**src/rtl/imem_line_responder_pkg.sv**
```systemverilog
// imem_line_responder_pkg: shared constants, types and helpers for the fetch line responder
package imem_line_responder_pkg;
  localparam int LINE_BYTES = 32;
  localparam int BURST_BEATS = 4;
  localparam int BEAT_WIDTH = 64;
  localparam int OFFSET_BITS = $clog2(LINE_BYTES);
  localparam int BEAT_BITS = $clog2(BURST_BEATS);
  typedef enum logic [1:0] {IDLE, REQ, FILL} imem_resp_state_t;
  typedef logic [255:0] line_t;
  function automatic logic [31:0] word_of(input line_t line, input logic [2:0] idx);
    return line[{idx, 5'b0} +: 32];
  endfunction
endpackage

```
**src/rtl/imem_line_responder_if.sv**
```systemverilog
// imem_line_responder_if: fetch-side word port plus backing-memory burst port
interface imem_line_responder_if;
  import imem_line_responder_pkg::*;
  logic [31:0] imem_addr;
  logic [3:0] imem_rmask;
  logic [31:0] imem_rdata;
  logic imem_resp;
  logic [31:0] bmem_addr;
  logic bmem_read;
  logic bmem_ready;
  logic [BEAT_WIDTH-1:0] bmem_rdata;
  logic bmem_rvalid;
  modport master (
    output imem_addr, imem_rmask, bmem_ready, bmem_rdata, bmem_rvalid,
    input imem_rdata, imem_resp, bmem_addr, bmem_read
  );
  modport slave (
    input imem_addr, imem_rmask, bmem_ready, bmem_rdata, bmem_rvalid,
    output imem_rdata, imem_resp, bmem_addr, bmem_read
  );
endinterface

```
**src/rtl/imem_line_store.sv**
```systemverilog
// imem_line_store: single 32-byte line buffer with beat write port and word read port
module imem_line_store
  import imem_line_responder_pkg::*;
#(
  parameter logic [26:0] RESET_TAG = 27'h0
) (
  input  logic                  clk,
  input  logic                  rst,
  input  logic                  wr_en,
  input  logic [BEAT_BITS-1:0]  wr_beat,
  input  logic [BEAT_WIDTH-1:0] wr_data,
  input  logic                  set_valid,
  input  logic [26:0]           set_tag,
  input  logic                  clr_valid,
  input  logic [2:0]            rd_idx,
  output logic [31:0]           rd_word,
  output logic [26:0]           tag,
  output logic                  valid
);
  line_t line;
  always_ff @(posedge clk)
    if (wr_en) line[{wr_beat, 6'b0} +: BEAT_WIDTH] <= wr_data;
  always_ff @(posedge clk) begin
    if (rst) begin
      valid <= 1'b0;
      tag <= RESET_TAG;
    end else if (set_valid) begin
      valid <= 1'b1;
      tag <= set_tag;
    end else if (clr_valid) begin
      valid <= 1'b0;
    end
  end
  assign rd_word = word_of(line, rd_idx);
endmodule

```
**src/rtl/imem_line_responder.sv**
```systemverilog
// imem_line_responder: answers fetch word requests from one line buffer, refilling by 4-beat bursts on miss
module imem_line_responder
  import imem_line_responder_pkg::*;
#(
  parameter logic [26:0] RESET_TAG = 27'h0
) (
  input logic clk,
  input logic rst,
  imem_line_responder_if.slave bus
);
  imem_resp_state_t state, state_d;
  logic [29:0] req_addr, req_addr_d;
  logic [BEAT_BITS-1:0] beat_cnt, beat_cnt_d;
  logic resp, resp_d;
  logic [31:0] rdata, rdata_d;
  logic req, hit, wr_en, set_valid, clr_valid, line_valid;
  logic [26:0] line_tag;
  logic [31:0] line_word, fill_word;
  logic [2:0] rd_idx;
  logic unused_addr_bits;
  assign unused_addr_bits = ^bus.imem_addr[1:0];
  assign req = bus.imem_rmask != 4'h0;
  assign hit = line_valid && line_tag == bus.imem_addr[31:5];
  assign wr_en = state == FILL && bus.bmem_rvalid;
  assign rd_idx = state == IDLE ? bus.imem_addr[4:2] : req_addr[2:0];
  // The requested word may arrive in the final beat, which is not in the store yet.
  assign fill_word = &req_addr[2:1] ? (req_addr[0] ? bus.bmem_rdata[63:32] : bus.bmem_rdata[31:0]) : line_word;
  imem_line_store #(.RESET_TAG(RESET_TAG)) u_store (
    .clk       (clk),
    .rst       (rst),
    .wr_en     (wr_en),
    .wr_beat   (beat_cnt),
    .wr_data   (bus.bmem_rdata),
    .set_valid (set_valid),
    .set_tag   (req_addr[29:3]),
    .clr_valid (clr_valid),
    .rd_idx    (rd_idx),
    .rd_word   (line_word),
    .tag       (line_tag),
    .valid     (line_valid)
  );
  always_comb begin
    state_d = state;
    req_addr_d = req_addr;
    beat_cnt_d = beat_cnt;
    resp_d = 1'b0;
    rdata_d = rdata;
    set_valid = 1'b0;
    clr_valid = 1'b0;
    case (state)
      IDLE: if (req && hit) begin
        resp_d = 1'b1;
        rdata_d = line_word;
      end else if (req) begin
        req_addr_d = bus.imem_addr[31:2];
        clr_valid = 1'b1;
        state_d = REQ;
      end
      REQ: if (bus.bmem_ready) begin
        beat_cnt_d = '0;
        state_d = FILL;
      end
      FILL: if (bus.bmem_rvalid) begin
        beat_cnt_d = beat_cnt + 1'b1;
        if (&beat_cnt) begin
          set_valid = 1'b1;
          resp_d = 1'b1;
          rdata_d = fill_word;
          state_d = IDLE;
        end
      end
      default: state_d = IDLE;
    endcase
  end
  always_ff @(posedge clk) begin
    if (rst) begin
      state <= IDLE;
      req_addr <= '0;
      beat_cnt <= '0;
      resp <= 1'b0;
      rdata <= '0;
    end else begin
      state <= state_d;
      req_addr <= req_addr_d;
      beat_cnt <= beat_cnt_d;
      resp <= resp_d;
      rdata <= rdata_d;
    end
  end
  assign bus.imem_resp = resp;
  assign bus.imem_rdata = rdata;
  assign bus.bmem_read = state == REQ;
  assign bus.bmem_addr = {req_addr[29:3], {OFFSET_BITS{1'b0}}};
endmodule

```
**src/flat_wrapper.sv**
```systemverilog
// flat-port wrapper written by rule: the top's interface ports become plain ports
module imem_line_responder_flat import imem_line_responder_pkg::*;
#(
  parameter logic [26:0] RESET_TAG = 27'h0
)
  (clk, rst, bus_imem_addr, bus_imem_rmask, bus_bmem_ready, bus_bmem_rdata, bus_bmem_rvalid, bus_imem_rdata, bus_imem_resp, bus_bmem_addr, bus_bmem_read);
  imem_line_responder_if bus_i ();
  input logic clk;
  input logic rst;
  input wire logic [$bits(bus_i.imem_addr)-1:0] bus_imem_addr;
  input wire logic [$bits(bus_i.imem_rmask)-1:0] bus_imem_rmask;
  input wire logic [$bits(bus_i.bmem_ready)-1:0] bus_bmem_ready;
  input wire logic [$bits(bus_i.bmem_rdata)-1:0] bus_bmem_rdata;
  input wire logic [$bits(bus_i.bmem_rvalid)-1:0] bus_bmem_rvalid;
  output wire logic [$bits(bus_i.imem_rdata)-1:0] bus_imem_rdata;
  output wire logic [$bits(bus_i.imem_resp)-1:0] bus_imem_resp;
  output wire logic [$bits(bus_i.bmem_addr)-1:0] bus_bmem_addr;
  output wire logic [$bits(bus_i.bmem_read)-1:0] bus_bmem_read;
  assign bus_i.imem_addr = bus_imem_addr;
  assign bus_i.imem_rmask = bus_imem_rmask;
  assign bus_i.bmem_ready = bus_bmem_ready;
  assign bus_i.bmem_rdata = bus_bmem_rdata;
  assign bus_i.bmem_rvalid = bus_bmem_rvalid;
  assign bus_imem_rdata = bus_i.imem_rdata;
  assign bus_imem_resp = bus_i.imem_resp;
  assign bus_bmem_addr = bus_i.bmem_addr;
  assign bus_bmem_read = bus_i.bmem_read;
  imem_line_responder #(.RESET_TAG(RESET_TAG)) u_core (.clk(clk), .rst(rst), .bus(bus_i));
endmodule
```
**config.mk**
```make
export PLATFORM = sky130hd
export DESIGN_NAME = imem_line_responder_flat
export DESIGN_NICKNAME = d
export VERILOG_FILES = /design/src/rtl/imem_line_responder_pkg.sv /design/src/rtl/imem_line_responder_if.sv /design/src/rtl/imem_line_store.sv /design/src/rtl/imem_line_responder.sv /design/src/flat_wrapper.sv
export SDC_FILE = /design/constraint.sdc
export NUM_CORES = 1
export LEC_CHECK = 0
export CORE_AREA = 2 2 221 223
export CTS_BUF_LIST = sky130_fd_sc_hd__clkbuf_16
export DETAILED_ROUTE_END_ITERATION = 16
export DIE_AREA = 0 0 223 225
export PLACE_DENSITY = 0.53
export RECOVER_POWER = 25
export SKIP_CTS_REPAIR_TIMING = 1
export SYNTH_ARGS = -nofsm -noshare
export SYNTH_HDL_FRONTEND = slang
export SYNTH_HIERARCHICAL = 1
export SYNTH_SLANG_ARGS = --single-unit
```
**constraint.sdc**
```tcl
create_clock -name clk -period 8.1 [get_ports clk]
set_clock_uncertainty 0.05 [all_clocks]
set_input_delay 1.62 -clock clk [delete_from_list [all_inputs] [get_ports clk]]
set_output_delay 1.62 -clock clk [all_outputs]
set_load 0.005 [all_outputs]
```
==> summary.log <==
[synthesis] complex-gate fraction of the synthesized area 0.0362
[route] wire length after detailed routing 40900 µm
[worst_setup_path] type of destination of the critical path register
[timing] setup slack of the critical path after layout 3060 ps
[outcome] status complete, but fails checks
[timing] summed negative setup slack over all endpoints 0 ps
[synthesis] Post-Synth Adder-Cell Area 0.00455
[route] routed vias/inst 4.89
[layout] share of post-route cells with drive strength above 1 0.128
[synthesis] area of the mapped netlist 16500 µm²
[grt] maximum number of pins on one net before global-route repair 85
[place] input/output buffers 162
[die] die area 50200 µm²
[timing] number of hold-slack violations in the final timing report 0
[outcome] failing checks capacitance limit, slew limit
[route] residual antenna-violating net count after detailed routing 0
[flow_run] max-cap violations 8
[layout] number of nets at the end of the flow 1412
[pwr] standby leakage power 6.06 nW
[route] average detailed-routed wire length per instance 21.0 µm
[synthesis] number of instances in the synthesized netlist 1192
[place] worst setup slack after placement 3020 ps
[grt] GRT Residual Overflow 0
[synthesis] combinational family with the most area after synthesis multiplexers
[layout] post-route cell area 19600 µm²
[timing] unrepaired setup endpoints after global routing false
[synthesis] multiplexer share of the synthesized area 0.174
[synthesis] most frequent cell after synthesis edfxtp_1
[worst_setup_path] data arrival time of the critical path 5270 ps
[grt] wire length of the first global-routing pass 61800 µm
[die] # rows 80
[layout] number of antenna diodes 0
[synthesis] FFs w/ async S/R, synth 0
[grt] total routing usage reported by global routing 0.163
[synthesis] flip-flop and latch count after synthesis 351
[timing] number of failing setup endpoints in the final timing report 0
[route] number of DRC violations after detailed routing 0
[place] post-DP HPWL 24800 µm
[synthesis] Post-Synth Simple-Gate Area 0.149
[timing] slew of the pin with the lowest slew margin 3910 ps
[worst_setup_path] Setup CP Type primary input to register
[synthesis] Yosys cell types 39
[clock_network] CTS max path bufs 3
[worst_setup_path] required time worst endpoint 8330 ps
[synthesis] average cell area after synthesis 13.9 µm²
[synthesis] sequential fraction of the synthesis area 0.581
[synthesis] xor and xnor area share after synthesis 0.0143
[layout] number of fill cells in the layout 4449
[worst_hold_path] Hold Path Class register to register
[place] standard cell area after detailed placement 18500 µm²
[grt] initial antenna violation count 0
[synthesis] share of the synthesized area in the top cell type 0.465
[pwr] pwr dens 210 nW/µm²
[grt] via count of the first global-routing pass 9700
[clock_network] clock transition at the register clock pins on the worst setup and hold paths after CTS 60 ps
[synthesis] largest area contributor in the synthesized netlist edfxtp_1
[timing] clock period minus worst slack 5040 ps
[route] number of DRC markers after the initial detailed-route iteration 480
[route] number of iterations in the first detailed-routing pass 5
[die] # IOs 170
[synthesis] count of flip-flops with a built-in enable after synthesis 256
[timing] Achievable Freq 198 MHz
[clock_network] CTS root buf clkbuf_16
[synthesis] count of warnings emitted by yosys 6
[pwr] peak ir drop on the vdd network 0.130 mV
[clock_network] CTS Buf Count 41
[pwr] total power 4.13 mW
[synthesis] top cells by area, synth edfxtp_1 47%, dfxtp_1 12%, and2_1 9.1%, mux4_1 5.7%, mux2i_1 5.4%
[worst_setup_path] top fanout value on the critical path 84
[layout] area occupied by multi-input gates 6280 µm²
[die] Std-Cell Core Area 47500 µm²
[clock_network] deepest level of the CTS H-tree 2
[timing] worst slew margin relative to its limit -1.60
[clock_network] source-to-sink clock delay at the later pin of the worst-skew pair 550 ps
[layout] area taken by flip-flops and latches 9590 µm²
[die] horizontal extent of the die 223 µm
[route] count of vias placed by the detailed router 9513
[clock_network] Clock Sink Count 351
[timing] period utilization 0.622
[synthesis] main flop type after synthesis edfxtp_1
[die] vertical die dimension 225 µm
[place] final estimated routing congestion in global placement 0.720
[timing] number of pins exceeding their max-slew limit in the final report 280
[synthesis] Synth top cells by count 256 x edfxtp_1, 241 x and2_1, 114 x nor2_1
[worst_setup_path] kind of start point of the critical path primary input
[layout] Area growth syn-to-layout 18.8%
[die] initial core utilization 0.347
[clock_network] CTS tree yes
-- layer usage --
metal | up-vias | share of wire | GRT usage
met5 | - | 0 | 0
met4 | 0 | 0.016 | 0.0420
met3 | 43 | 0.048 | 0.0293
met2 | 197 | 0.45 | 0.256
met1 | 4724 | 0.48 | 0.234
li1 | 4549 | - | -
-- sequential cells by signal, indices dropped and copies added (netlist names) --
register               count
u_core/state               2
u_core/u_store/tag        27
u_core/req_addr           30
u_core/bus.imem_rdata     32
u_core/u_store/valid       1
u_core/u_store/line      256
u_core/beat_cnt            2
u_core/bus.imem_resp       1
-- stage by stage --
step	hold slack, ps	util	std cells
final	423	0.413	1945
after CTS	426	0.414	1945
after global routing	448	0.413	1945
after floorplan	401	-	1196
after detailed placement	416	0.388	1874
after global placement	414	0.388	1874
-- cells in the final DEF, fill, tap and decap left out, types with 5 or more instances in the layout --
cell / count
a21oi_1: 36
and2_0: 91
and2_1: 145
and2_2: 5
buf_4: 14
clkbuf_1: 5
clkbuf_16: 43
clkdlybuf4s50_1: 160
clkinv_1: 9
clkinv_2: 7
conb_1: 5
dfxtp_1: 94
edfxtp_1: 256
ha_1: 6
inv_1: 15
mux2_2: 30
mux2_4: 5
mux2i_1: 89
mux4_1: 36
mux4_2: 28
nand2b_1: 8
nand4_1: 7
nand4b_1: 32
nor2_1: 114
o31ai_2: 29
xnor2_1: 27
-- report_power, final --
| part | switching (mW) | internal [mW] | total, mW |
|---|---|---|---|
| sequential | 0.0148 | 1.94 | 1.96 |
| combinational | 0.242 | 0.224 | 0.466 |
| clock | 0.719 | 0.983 | 1.70 |
| total | 0.976 | 3.15 | 4.13 |
-- kinds of logic (layout without fill, tap and decap cells) --
| kind of cell | count (synthesis) | in the layout |
|---|---|---|
| AND/OR/NAND/NOR | 423 | 423 |
| flip-flops | 351 | 351 |
| multiplexers | 188 | 188 |
| buffers and inverters | 123 | 257 |
| AO/OA/AOI/OAI | 73 | 73 |
| XOR/XNOR | 27 | 27 |
| adder cells (fa/ha/maj) | 6 | 6 |
| other | 1 | 5 |
-- worst paths after layout --
path | from | to | slack [ps] | cells past startpoint
setup reg to reg | u_core/beat_cnt[0] | u_core/u_store/line[195] | 3660 | 5
hold reg to reg | u_core/u_store/valid | u_core/u_store/valid | 420 | 2
setup / recovery | rst | u_core/bus.imem_rdata[28] | 3060 | 4
hold / removal | u_core/u_store/valid | u_core/u_store/valid | 420 | 2
-- critical path, cell delays in order --
cell and delay [ps]:
buf_4 380, clkbuf_1 2790, nand4b_1 340, o31ai_2 100
-- final cells by class --
| class | count | area share |
|---|---|---|
| flip-flops and latches | 351 | 0.489 |
| multi-input cells | 722 | 0.320 |
| repair buffers | 180 | 0.0885 |
| clock buffers | 43 | 0.0548 |
| well taps | 615 | 0.0392 |
| clock inverters | 28 | 0.00740 |
| inverters | 6 | 0.00115 |
Note: power is estimated with default switching activity, not from simulation.
